<file path="src/rtl/ide_taskfile_buffer_if.sv">
// HPS and Gayle CPU register/buffer access bus of the IDE task-file buffer.
// The master drives addresses, strobes and write data; the slave returns read data, requests and INTRQ.
interface ide_taskfile_buffer_if;
    logic [4:0]  hps_addr;
    logic        hps_rd;
    logic        hps_wr;
    logic [15:0] hps_din;
    logic [15:0] hps_dout;
    logic [5:0]  hps_req;

    logic [3:0]  cpu_addr;
    logic        cpu_rd;
    logic        cpu_wr;
    logic [15:0] cpu_din;
    logic [15:0] cpu_dout;
    logic        cpu_irq;

    modport master (
        output hps_addr, hps_rd, hps_wr, hps_din,
        output cpu_addr, cpu_rd, cpu_wr, cpu_din,
        input  hps_dout, hps_req, cpu_dout, cpu_irq
    );

    modport slave (
        input  hps_addr, hps_rd, hps_wr, hps_din,
        input  cpu_addr, cpu_rd, cpu_wr, cpu_din,
        output hps_dout, hps_req, cpu_dout, cpu_irq
    );
endinterface

</file>
<file path="src/rtl/ide_taskfile_buffer.sv">
// ATA task file plus a 256-word sector buffer shared between HPS firmware and the Gayle CPU port.
// Read data settles within 2 clk of an address/pointer change; strobes are single-cycle, no backpressure.
module ide_taskfile_buffer #(
    parameter int unsigned BUF_AW   = 8,
    parameter logic [7:0]  RST_STAT = 8'h50
) (
    input logic                  clk_sys,
    input logic                  reset,
    ide_taskfile_buffer_if.slave bus
);
    localparam int BSY = 7;
    localparam int DRQ = 3;

    typedef enum logic [2:0] {
        IDLE       = 3'd0,
        HOST_FILL  = 3'd1,
        CPU_READ   = 3'd2,
        CPU_WRITE  = 3'd3,
        HOST_DRAIN = 3'd4
    } state_t;

    state_t            state_q, state_d;
    logic [BUF_AW-1:0] ptr_q, ptr_d;
    logic [7:0]        status_q, status_d;
    logic [7:0]        feat_q, feat_d;
    logic [7:0]        cmd_q, cmd_d;
    logic [7:0]        tf_q [1:6];
    logic [7:0]        tf_d [1:6];
    logic [3:0]        req_q, req_d;
    logic              irq_q, irq_d;
    logic              irq_en_q, irq_en_d;

    logic [15:0]       buf_mem [0:(1<<BUF_AW)-1];
    logic [15:0]       buf_rdata_q;
    logic [15:0]       hps_dout_q, hps_dout_d;
    logic [15:0]       cpu_dout_q, cpu_dout_d;

    logic              hps_buf_wr, hps_buf_rd, cpu_buf_wr, cpu_buf_rd;
    logic              wrap;

    // Buffer strobes only count when the issuing side owns the current phase.
    assign hps_buf_wr = bus.hps_wr && (bus.hps_addr == 5'h0F) && (state_q == HOST_FILL);
    assign hps_buf_rd = bus.hps_rd && (bus.hps_addr == 5'h0F) && (state_q == HOST_DRAIN);
    assign cpu_buf_wr = bus.cpu_wr && (bus.cpu_addr == 4'h0) && (state_q == CPU_WRITE);
    assign cpu_buf_rd = bus.cpu_rd && (bus.cpu_addr == 4'h0) && (state_q == CPU_READ);
    assign wrap       = &ptr_q;

    always_ff @(posedge clk_sys) begin
        if (hps_buf_wr) begin
            buf_mem[ptr_q] <= bus.hps_din;
        end else if (cpu_buf_wr) begin
            buf_mem[ptr_q] <= bus.cpu_din;
        end
        buf_rdata_q <= buf_mem[ptr_q];
    end

    always_ff @(posedge clk_sys) begin
        if (reset) begin
            state_q    <= IDLE;
            ptr_q      <= '0;
            status_q   <= RST_STAT;
            feat_q     <= '0;
            cmd_q      <= '0;
            for (int i = 1; i <= 6; i++) begin
                tf_q[i] <= '0;
            end
            req_q      <= '0;
            irq_q      <= 1'b0;
            irq_en_q   <= 1'b0;
            hps_dout_q <= '0;
            cpu_dout_q <= '0;
        end else begin
            state_q    <= state_d;
            ptr_q      <= ptr_d;
            status_q   <= status_d;
            feat_q     <= feat_d;
            cmd_q      <= cmd_d;
            tf_q       <= tf_d;
            req_q      <= req_d;
            irq_q      <= irq_d;
            irq_en_q   <= irq_en_d;
            hps_dout_q <= hps_dout_d;
            cpu_dout_q <= cpu_dout_d;
        end
    end

    // Later assignments override earlier ones: transfer progress < HPS writes < CPU command < SRST.
    always_comb begin
        state_d  = state_q;
        ptr_d    = ptr_q;
        status_d = status_q;
        feat_d   = feat_q;
        cmd_d    = cmd_q;
        tf_d     = tf_q;
        req_d    = req_q;
        irq_d    = irq_q;
        irq_en_d = irq_en_q;

        case (state_q)
            HOST_FILL: begin
                if (hps_buf_wr) begin
                    ptr_d = ptr_q + 1'b1;
                    if (wrap) begin
                        state_d       = CPU_READ;
                        status_d[DRQ] = 1'b1;
                        status_d[BSY] = 1'b0;
                        irq_d         = irq_en_q;
                    end
                end
            end
            CPU_READ: begin
                if (cpu_buf_rd) begin
                    ptr_d = ptr_q + 1'b1;
                    if (wrap) begin
                        state_d       = IDLE;
                        status_d[DRQ] = 1'b0;
                        status_d[BSY] = 1'b1;
                        req_d[3]      = 1'b1;
                    end
                end
            end
            CPU_WRITE: begin
                if (cpu_buf_wr) begin
                    ptr_d = ptr_q + 1'b1;
                    if (wrap) begin
                        state_d       = HOST_DRAIN;
                        status_d[DRQ] = 1'b0;
                        status_d[BSY] = 1'b1;
                        req_d[1]      = 1'b1;
                    end
                end
            end
            HOST_DRAIN: begin
                if (hps_buf_rd) begin
                    ptr_d = ptr_q + 1'b1;
                    if (wrap) begin
                        state_d  = IDLE;
                        req_d[1] = 1'b0;
                        req_d[3] = 1'b1;
                    end
                end
            end
            default: ;
        endcase

        // Reading the status register acknowledges INTRQ; altstat deliberately does not.
        if (bus.cpu_rd && (bus.cpu_addr == 4'h7)) begin
            irq_d = 1'b0;
        end

        if (bus.hps_wr) begin
            case (bus.hps_addr)
                5'h01, 5'h02, 5'h03, 5'h04, 5'h05, 5'h06: begin
                    tf_d[bus.hps_addr[2:0]] = bus.hps_din[7:0];
                end
                5'h07: begin
                    status_d = bus.hps_din[7:0];
                    req_d[0] = 1'b0;
                    req_d[2] = 1'b0;
                    state_d  = IDLE;
                    if (bus.hps_din[15]) begin
                        irq_d = 1'b1;
                    end
                end
                5'h10: begin
                    irq_en_d = bus.hps_din[2];
                    ptr_d    = '0;
                    req_d[3] = 1'b0;
                    case (bus.hps_din[1:0])
                        2'b01:   state_d = HOST_FILL;
                        2'b10: begin
                            state_d       = CPU_WRITE;
                            status_d[DRQ] = 1'b1;
                            status_d[BSY] = 1'b0;
                        end
                        default: state_d = IDLE;
                    endcase
                end
                default: ;
            endcase
        end

        if (bus.cpu_wr) begin
            case (bus.cpu_addr)
                4'h1: feat_d = bus.cpu_din[7:0];
                4'h2, 4'h3, 4'h4, 4'h5, 4'h6: begin
                    tf_d[bus.cpu_addr[2:0]] = bus.cpu_din[7:0];
                end
                4'h7: begin
                    cmd_d         = bus.cpu_din[7:0];
                    status_d[BSY] = 1'b1;
                    status_d[DRQ] = 1'b0;
                    req_d[0]      = 1'b1;
                    irq_d         = 1'b0;
                    ptr_d         = '0;
                    state_d       = IDLE;
                end
                default: ;
            endcase
        end

        if (bus.cpu_wr && (bus.cpu_addr == 4'h8) && bus.cpu_din[2]) begin
            req_d[2]      = 1'b1;
            status_d[BSY] = 1'b1;
            state_d       = IDLE;
        end
    end

    always_comb begin
        hps_dout_d = '0;
        case (bus.hps_addr)
            5'h00: hps_dout_d = 16'(ptr_q);
            5'h01: hps_dout_d = {8'h00, feat_q};
            5'h02, 5'h03, 5'h04, 5'h05, 5'h06: hps_dout_d = {8'h00, tf_q[bus.hps_addr[2:0]]};
            5'h07: hps_dout_d = {cmd_q, status_q};
            5'h0F: if (state_q == HOST_DRAIN) hps_dout_d = buf_rdata_q;
            5'h10: hps_dout_d = {12'h000, irq_en_q, state_q};
            default: ;
        endcase
    end

    always_comb begin
        cpu_dout_d = '0;
        case (bus.cpu_addr)
            4'h0: if (state_q == CPU_READ || state_q == CPU_WRITE) cpu_dout_d = buf_rdata_q;
            4'h1, 4'h2, 4'h3, 4'h4, 4'h5, 4'h6: cpu_dout_d = {8'h00, tf_q[bus.cpu_addr[2:0]]};
            4'h7, 4'h8: cpu_dout_d = {8'h00, status_q};
            default: ;
        endcase
    end

    assign bus.hps_dout = hps_dout_q;
    assign bus.cpu_dout = cpu_dout_q;
    assign bus.hps_req  = {status_q[DRQ], status_q[BSY], req_q};
    assign bus.cpu_irq  = irq_q;
endmodule

</file>
<file path="src/flat_wrapper.sv">
// flat-port wrapper written by rule: the top's interface ports become plain ports
module ide_taskfile_buffer_flat 
#(
    parameter int unsigned BUF_AW   = 8,
    parameter logic [7:0]  RST_STAT = 8'h50
)
  (clk_sys, reset, bus_hps_addr, bus_hps_rd, bus_hps_wr, bus_hps_din, bus_cpu_addr, bus_cpu_rd, bus_cpu_wr, bus_cpu_din, bus_hps_dout, bus_hps_req, bus_cpu_dout, bus_cpu_irq);
  ide_taskfile_buffer_if bus_i ();
  input logic clk_sys;
  input logic reset;
  input wire logic [$bits(bus_i.hps_addr)-1:0] bus_hps_addr;
  input wire logic [$bits(bus_i.hps_rd)-1:0] bus_hps_rd;
  input wire logic [$bits(bus_i.hps_wr)-1:0] bus_hps_wr;
  input wire logic [$bits(bus_i.hps_din)-1:0] bus_hps_din;
  input wire logic [$bits(bus_i.cpu_addr)-1:0] bus_cpu_addr;
  input wire logic [$bits(bus_i.cpu_rd)-1:0] bus_cpu_rd;
  input wire logic [$bits(bus_i.cpu_wr)-1:0] bus_cpu_wr;
  input wire logic [$bits(bus_i.cpu_din)-1:0] bus_cpu_din;
  output wire logic [$bits(bus_i.hps_dout)-1:0] bus_hps_dout;
  output wire logic [$bits(bus_i.hps_req)-1:0] bus_hps_req;
  output wire logic [$bits(bus_i.cpu_dout)-1:0] bus_cpu_dout;
  output wire logic [$bits(bus_i.cpu_irq)-1:0] bus_cpu_irq;
  assign bus_i.hps_addr = bus_hps_addr;
  assign bus_i.hps_rd = bus_hps_rd;
  assign bus_i.hps_wr = bus_hps_wr;
  assign bus_i.hps_din = bus_hps_din;
  assign bus_i.cpu_addr = bus_cpu_addr;
  assign bus_i.cpu_rd = bus_cpu_rd;
  assign bus_i.cpu_wr = bus_cpu_wr;
  assign bus_i.cpu_din = bus_cpu_din;
  assign bus_hps_dout = bus_i.hps_dout;
  assign bus_hps_req = bus_i.hps_req;
  assign bus_cpu_dout = bus_i.cpu_dout;
  assign bus_cpu_irq = bus_i.cpu_irq;
  ide_taskfile_buffer #(.BUF_AW(BUF_AW), .RST_STAT(RST_STAT)) u_core (.clk_sys(clk_sys), .reset(reset), .bus(bus_i));
endmodule
</file>
<file path="config.mk">
export PLATFORM = sky130hd
export DESIGN_NAME = ide_taskfile_buffer_flat
export DESIGN_NICKNAME = d
export VERILOG_FILES = /design/src/rtl/ide_taskfile_buffer_if.sv /design/src/rtl/ide_taskfile_buffer.sv /design/src/flat_wrapper.sv
export SDC_FILE = /design/constraint.sdc
export NUM_CORES = 2
export LEC_CHECK = 0
export ABC_CLOCK_PERIOD_IN_PS = 45600
export CAP_MARGIN = 30
export CORE_MARGIN = 2
export CORE_UTILIZATION = 45
export CTS_CLUSTER_SIZE = 28
export DETAILED_ROUTE_END_ITERATION = 16
export PLACE_DENSITY = 0.72
export SYNTH_ARGS = -nofsm -noshare
export SYNTH_HDL_FRONTEND = slang
export SYNTH_SLANG_ARGS = --single-unit
</file>
<file path="constraint.sdc">
create_clock -name clk_sys -period 45.6 [get_ports clk_sys]
set_input_delay 11.4 -clock clk_sys [delete_from_list [all_inputs] [get_ports clk_sys]]
set_output_delay 11.4 -clock clk_sys [all_outputs]
set_load 0.01 [all_outputs]
</file>
=== Word level (Yosys, flattened, before mapping) ===
Memory sizes are Yosys's and may differ from the RTL's. A register that Yosys moved wholly into a read port is not among the register bits.
Index checks and enable logic that the tools add are counted.

* Register bits: 121
* Bits in writable memories: 4,096
* Input bits: 47
* Output and inout port bits: 39
* Word-level logic and storage cells: 185
* Memories: 1

{| class="wikitable"
|+ Memories
! memory !! depth !! bits a word !! rd ports !! clocked after memory_dff !! write ports !! line !! RTL
|-
| u_core.buf_mem || 256 || 16 || 1 || 1 || 1 || ide_taskfile_buffer.sv:33 || <nowiki>logic [15:0] buf_mem [0:(1<<BUF_AW)-1];</nowiki>
|}

* Add/subtract/negate cells: 1
* Magnitude comparators: 4
* Equality and inequality tests: 27
* Muxes and demuxes: 98
* Bitwise gates (word level): 3
* Reductions and logical operators: 32

{| class="wikitable"
|+ Operators with widths
! operator !! number
|-
| two-way mux 48 bit || 4
|-
| two-way mux 8 bit || 15
|-
| bitwise mux 48 bit || 2
|-
| one-hot mux 16 bit (6 select lines) || 1
|-
| binary-select mux 8 bit (select 3 bit) || 2
|-
| demux 8 bit (select 3 bit) || 2
|-
| two-way mux 16 bit || 3
|-
| one-hot mux 16 bit (3 select lines) || 1
|-
| two-way mux 1 bit || 45
|-
| two-way mux 3 bit || 12
|-
| one-hot mux 8 bit (4 select lines) || 1
|-
| == test 5 x 3 -> 1 bit (second input constant) || 4
|-
| == test 4 x 3 -> 1 bit (second input constant) || 4
|-
| logical AND 1 bit || 13
|-
| one-hot mux 3 bit (4 select lines) || 1
|-
| OR reduction 6 bit || 2
|-
| == test 5 x 2 -> 1 bit (second input constant) || 2
|-
| AND reduction 2 bit || 5
|-
| OR reduction 5 bit || 2
|-
| adder 8 x 1 -> 8 bit (second input constant) || 1
|-
| == test 4 x 2 -> 1 bit (second input constant) || 2
|-
| greater-or-equal comparator 4 bit (second input constant) || 2
|-
| less-than comparator 4 x 1 -> 1 bit (second input constant) || 2
|-
| != test 2 x 1 -> 1 bit (second input constant) || 4
|-
| 24 further kinds || 33
|}

=== Depth between registers and ports, before layout ===
* Depth after elaboration: 11
* Mapped depth: 13
* Gate-level depth less buffers: 7

=== Worst setup path after synthesis ===
OpenSTA, ideal clock, no wires.

* Path type: input to register
* From: input bus_cpu_wr
* To: memory u_core.buf_mem[0][0], data pin
* Library setup time: 2.191 ns
* Arrival: 22.169 ns
* Required time: 43.409 ns
* Slack: 21.240 ns
* Stages on the path: 5
* Path buffers: 2
* Path through: and2_1 -> and4_1 -> clkbuf_1 -> clkbuf_1 -> o21ai_0

* Word-level cells in the longest chain between the ends: 6

{| class="wikitable"
|+ RTL lines
! element !! line !! RTL
|-
| start: declaration || flat_wrapper.sv:17 || <nowiki>input wire logic [$bits(bus_i.cpu_wr)-1:0] bus_cpu_wr;</nowiki>
|-
| logical AND 1 bit (2 in series) || ide_taskfile_buffer.sv:44 || <nowiki>assign cpu_buf_wr = bus.cpu_wr && (bus.cpu_addr == 4'h0) && (state_q == CPU_WRITE);</nowiki>
|-
| two-way mux 1 bit || ide_taskfile_buffer.sv:51 || <nowiki>end else if (cpu_buf_wr) begin</nowiki>
|-
| two-way mux 1 bit || ide_taskfile_buffer.sv:49 || <nowiki>if (hps_buf_wr) begin</nowiki>
|-
| two-way mux 1 bit (implied by the code) || ide_taskfile_buffer.sv:52 || <nowiki>buf_mem[ptr_q] <= bus.cpu_din;</nowiki>
|-
| two-way mux 16 bit (no source line) || - ||
|-
| end: declaration || ide_taskfile_buffer.sv:33 ||
|}

No other way between the ends.

=== Final worst setup path ===
* From: input bus_cpu_addr[0]
* To: memory u_core.buf_mem[45][10] (enable)

* Word-level cells in the longest chain between the ends: 7

{| class="wikitable"
|+ RTL lines
! element !! line !! RTL
|-
| start: declaration || flat_wrapper.sv:15 || <nowiki>input wire logic [$bits(bus_i.cpu_addr)-1:0] bus_cpu_addr;</nowiki>
|-
| logical NOT 4 bit || ide_taskfile_buffer.sv:44 ||
|-
| logical AND 1 bit (2 in series) || ide_taskfile_buffer.sv:44 ||
|-
| two-way mux 1 bit || ide_taskfile_buffer.sv:51 ||
|-
| two-way mux 1 bit || ide_taskfile_buffer.sv:49 ||
|-
| two-way mux 1 bit (implied by the code) || ide_taskfile_buffer.sv:52 ||
|-
| bitwise OR 1 bit (no source line) || - ||
|}

No other way between the ends.

==> results_dict.tcl <==
set metrics [dict create \
    status "finished, final reports clean" \
    groute.usage.overall_pct 25.2 \
    worstSkewPairLatency_ps 1000 \
    drv_slew 0 \
    port_buffers 85 \
    peakVddDrop_uv 32.6 \
    synth_nets 7489 \
    cp.arrival_ps 16570 \
    cts_resized 0 \
    grt_max_degree 137 \
    first_pass_iters 8 \
    cts_tree "done" \
    ys_types 66 \
    die-area_um2 368000 \
    cts_root_buf "clkbuf_16" \
    routed_wl_mm 468 \
    drc 0 \
    vias 84381 \
    worst_slew_margin_rel_pct 21.6 \
    power_density_nw_per_um2 42.0 \
    syn_to_final_growth_pct 13.5 \
    viasPerCell 6.47 \
    cap_viol_max_count 0 \
    placed_area_um2 172000 \
    finalHoldViolCount 0 \
    timing.hold.ws_ps 459 \
    hp-class "reg -> reg" \
    cts_buffers 406 \
    die_x_um 606 \
    final_cell_area_um2 185000 \
    clock-sinks 4233 \
    cts_hold_buf 0 \
    gp_congestion 0.943 \
    yosys_warnings 0 \
    synth_most_common_cell "edfxtp_1" \
    crit_type "in -> reg" \
    rows 221 \
    netlist_top_cells_area "edfxtp_1, mux4_2, dfxtp_1, mux2i_1, nor2_1" \
    cts_max_level 5 \
    cp_slowest_cell "nand3_2" \
    hpwl_mm 285 \
    avgSynthCellArea_um2 21.9 \
    start_kind "input port" \
    fmax_mhz 62.5 \
    fin_crit_ps 15990 \
    finalPower_w 0.00778 \
    antenna_found_initial 32 \
    path_clk_slew_ps 60 \
    synth_top_area_share_pct 75.4 \
    path_cells "clkdlybuf4s50_1 -> nor4_1 -> and4_2 -> buf_12 -> nand2b_1 -> buf_4 -> nand3_2 -> buf_4 -> nor2_2" \
    synthTopCellsByCount "edfxtp_1, mux4_2, nor2_1" \
    rsz0062_at_grt "no" \
    post-route-period-util_pct 35.1 \
    core_um2 362000 \
    fin_nets 7937 \
    crit_required_ps 46190 \
    ant_nets 0 \
    setup_viol 0 \
    endpoint_kind "register" \
    final.setup.worst_slack_ps 29610 \
    finClkSkew_ps 86.5 \
    synth-edff-count 4096 \
    worstPathMaxFanout 20 \
    drive_above_1_share_pct 27.2 \
    synth_flop_cell "edfxtp_1" \
    initial_core_util_pct 45.1 \
    synth.yosys.seq_area_share_pct 77.0 \
    overflow 0 \
    ys_ff_latch 4233 \
    wl_per_cell_um 35.9 \
    die_y_um 606 \
    grt_pass1_wl_mm 649 \
    setup-tns-final_ps 0 \
    drtIter0Drc 14000 \
    tightestPinTransition_ps 1170 \
    leakage_nw 56.8 \
    boundaryPins 86 \
    clockBufferDepth 4 \
    post_cts_buffers 0 \
    pre_cts_ws_ps 28330 \
    yosysTopAreaCell "edfxtp_1" \
    grt_pass1_vias 81767 \
    syn_area_um2 163000 \
    fill_cells 27408 \
    synthArstFlopShare_pct 0 \
    cpMostUsedCell "buf_4" \
    cpPeakStageDelay_ps 900 \
    syn_inst 7437 \
]
per-stage QoR:
stage / util (%) / instances
after floorplan: - / 7437
after global routing: 51.2 / 13022
after global placement: 47.3 / 12224
final: 51.2 / 13038
after CTS: 51.2 / 13005
after detailed placement: 47.4 / 12259
flip-flops by register name, summed over array words and instances (netlist names):
name and flops:
u_core.bus.cpu_dout 16, u_core.tf_q 48, u_core.status_q 8, u_core.bus.hps_dout 16, u_core.cmd_q 8, u_core.bus.cpu_irq 1, u_core.state_q 3, u_core.feat_q 8
u_core.ptr_q 8, u_core.buf_mem 4096, u_core.req_q 4, u_core.irq_en_q 1, u_core.buf_rdata_q 16
per-layer routing:
| metal | vias to the layer above | part of all wire [%] | global-route usage, % |
|---|---|---|---|
| li1 | 32300 | - | - |
| met1 | 44436 | 35 | 33.4 |
| met2 | 6552 | 45 | 37.7 |
| met3 | 1065 | 13 | 7.93 |
| met4 | 28 | 6.0 | 13.3 |
| met5 | - | 0.064 | 0 |
layout by cell type (no fill, tap or decap), types with 22 or more instances in the layout:
master / count
a221oi_1: 41
clkdlybuf4s50_1: 84
nor2_1: 342
mux2i_1: 247
clkbuf_16: 406
nor2_2: 85
clkbuf_1: 75
o22ai_1: 77
mux4_2: 1105
dfxtp_1: 130
a21oi_1: 69
nand4_1: 26
a22o_1: 22
bufinv_16: 46
clkinv_2: 62
clkinv_1: 98
nand3_1: 61
buf_4: 355
edfxtp_1: 4096
a22oi_1: 89
nand2_1: 182
nor3_1: 27
o21ai_0: 42
a211oi_1: 61
critical path: cells and delay by family:
family / cells / cell delay [ps]
and+or+nand+nor: 5 / 3090
buffers and inverters: 4 / 1990
layout make-up:
class	instances	area (um^2)	share of cell area (%)
Sequential cell	4233	126000	67.9
Multi-Input combinational cell	2753	35800	19.3
Clock buffer	488	10500	5.68
Tap cell	4794	6000	3.24
Timing Repair Buffer	478	4130	2.23
Clock inverter	258	3000	1.62
Inverter	13	56.3	0.0304
Antenna cell	21	52.6	0.0284
kinds of logic (layout without fill, tap and decap cells):
family	Yosys count	in the layout	synth area share, %
AOI/OAI and AO/OA	505	505	2.19
xor gates and xnor gates	6	6	0.0322
adders and majority gates	5	5	0.0383
buffers and inverters	451	1237	1.43
DFF	4233	4233	77.0
muxes	1387	1387	17.0
other	0	21	0
and+or+nand+nor	850	850	2.27
report_power, final:
group	internal [W]	switching, W
logic	0.0000162	0.0000883
registers	0.00426	0.00000142
clock network	0.00192	0.00149
path summary, 6_finish.rpt:
check	start	endpoint	cells past startpoint	slack [ps]
hold reg to reg	u_core.req_q[0]	u_core.req_q[0]	2	460
setup / recovery	bus_cpu_addr[0]	u_core.buf_mem[45][10]	9	29610
setup reg to reg	u_core.ptr_q[0]	u_core.buf_rdata_q[0]	10	37960
hold / removal	u_core.req_q[0]	u_core.req_q[0]	2	460
Power figures use the tool's default switching activity.
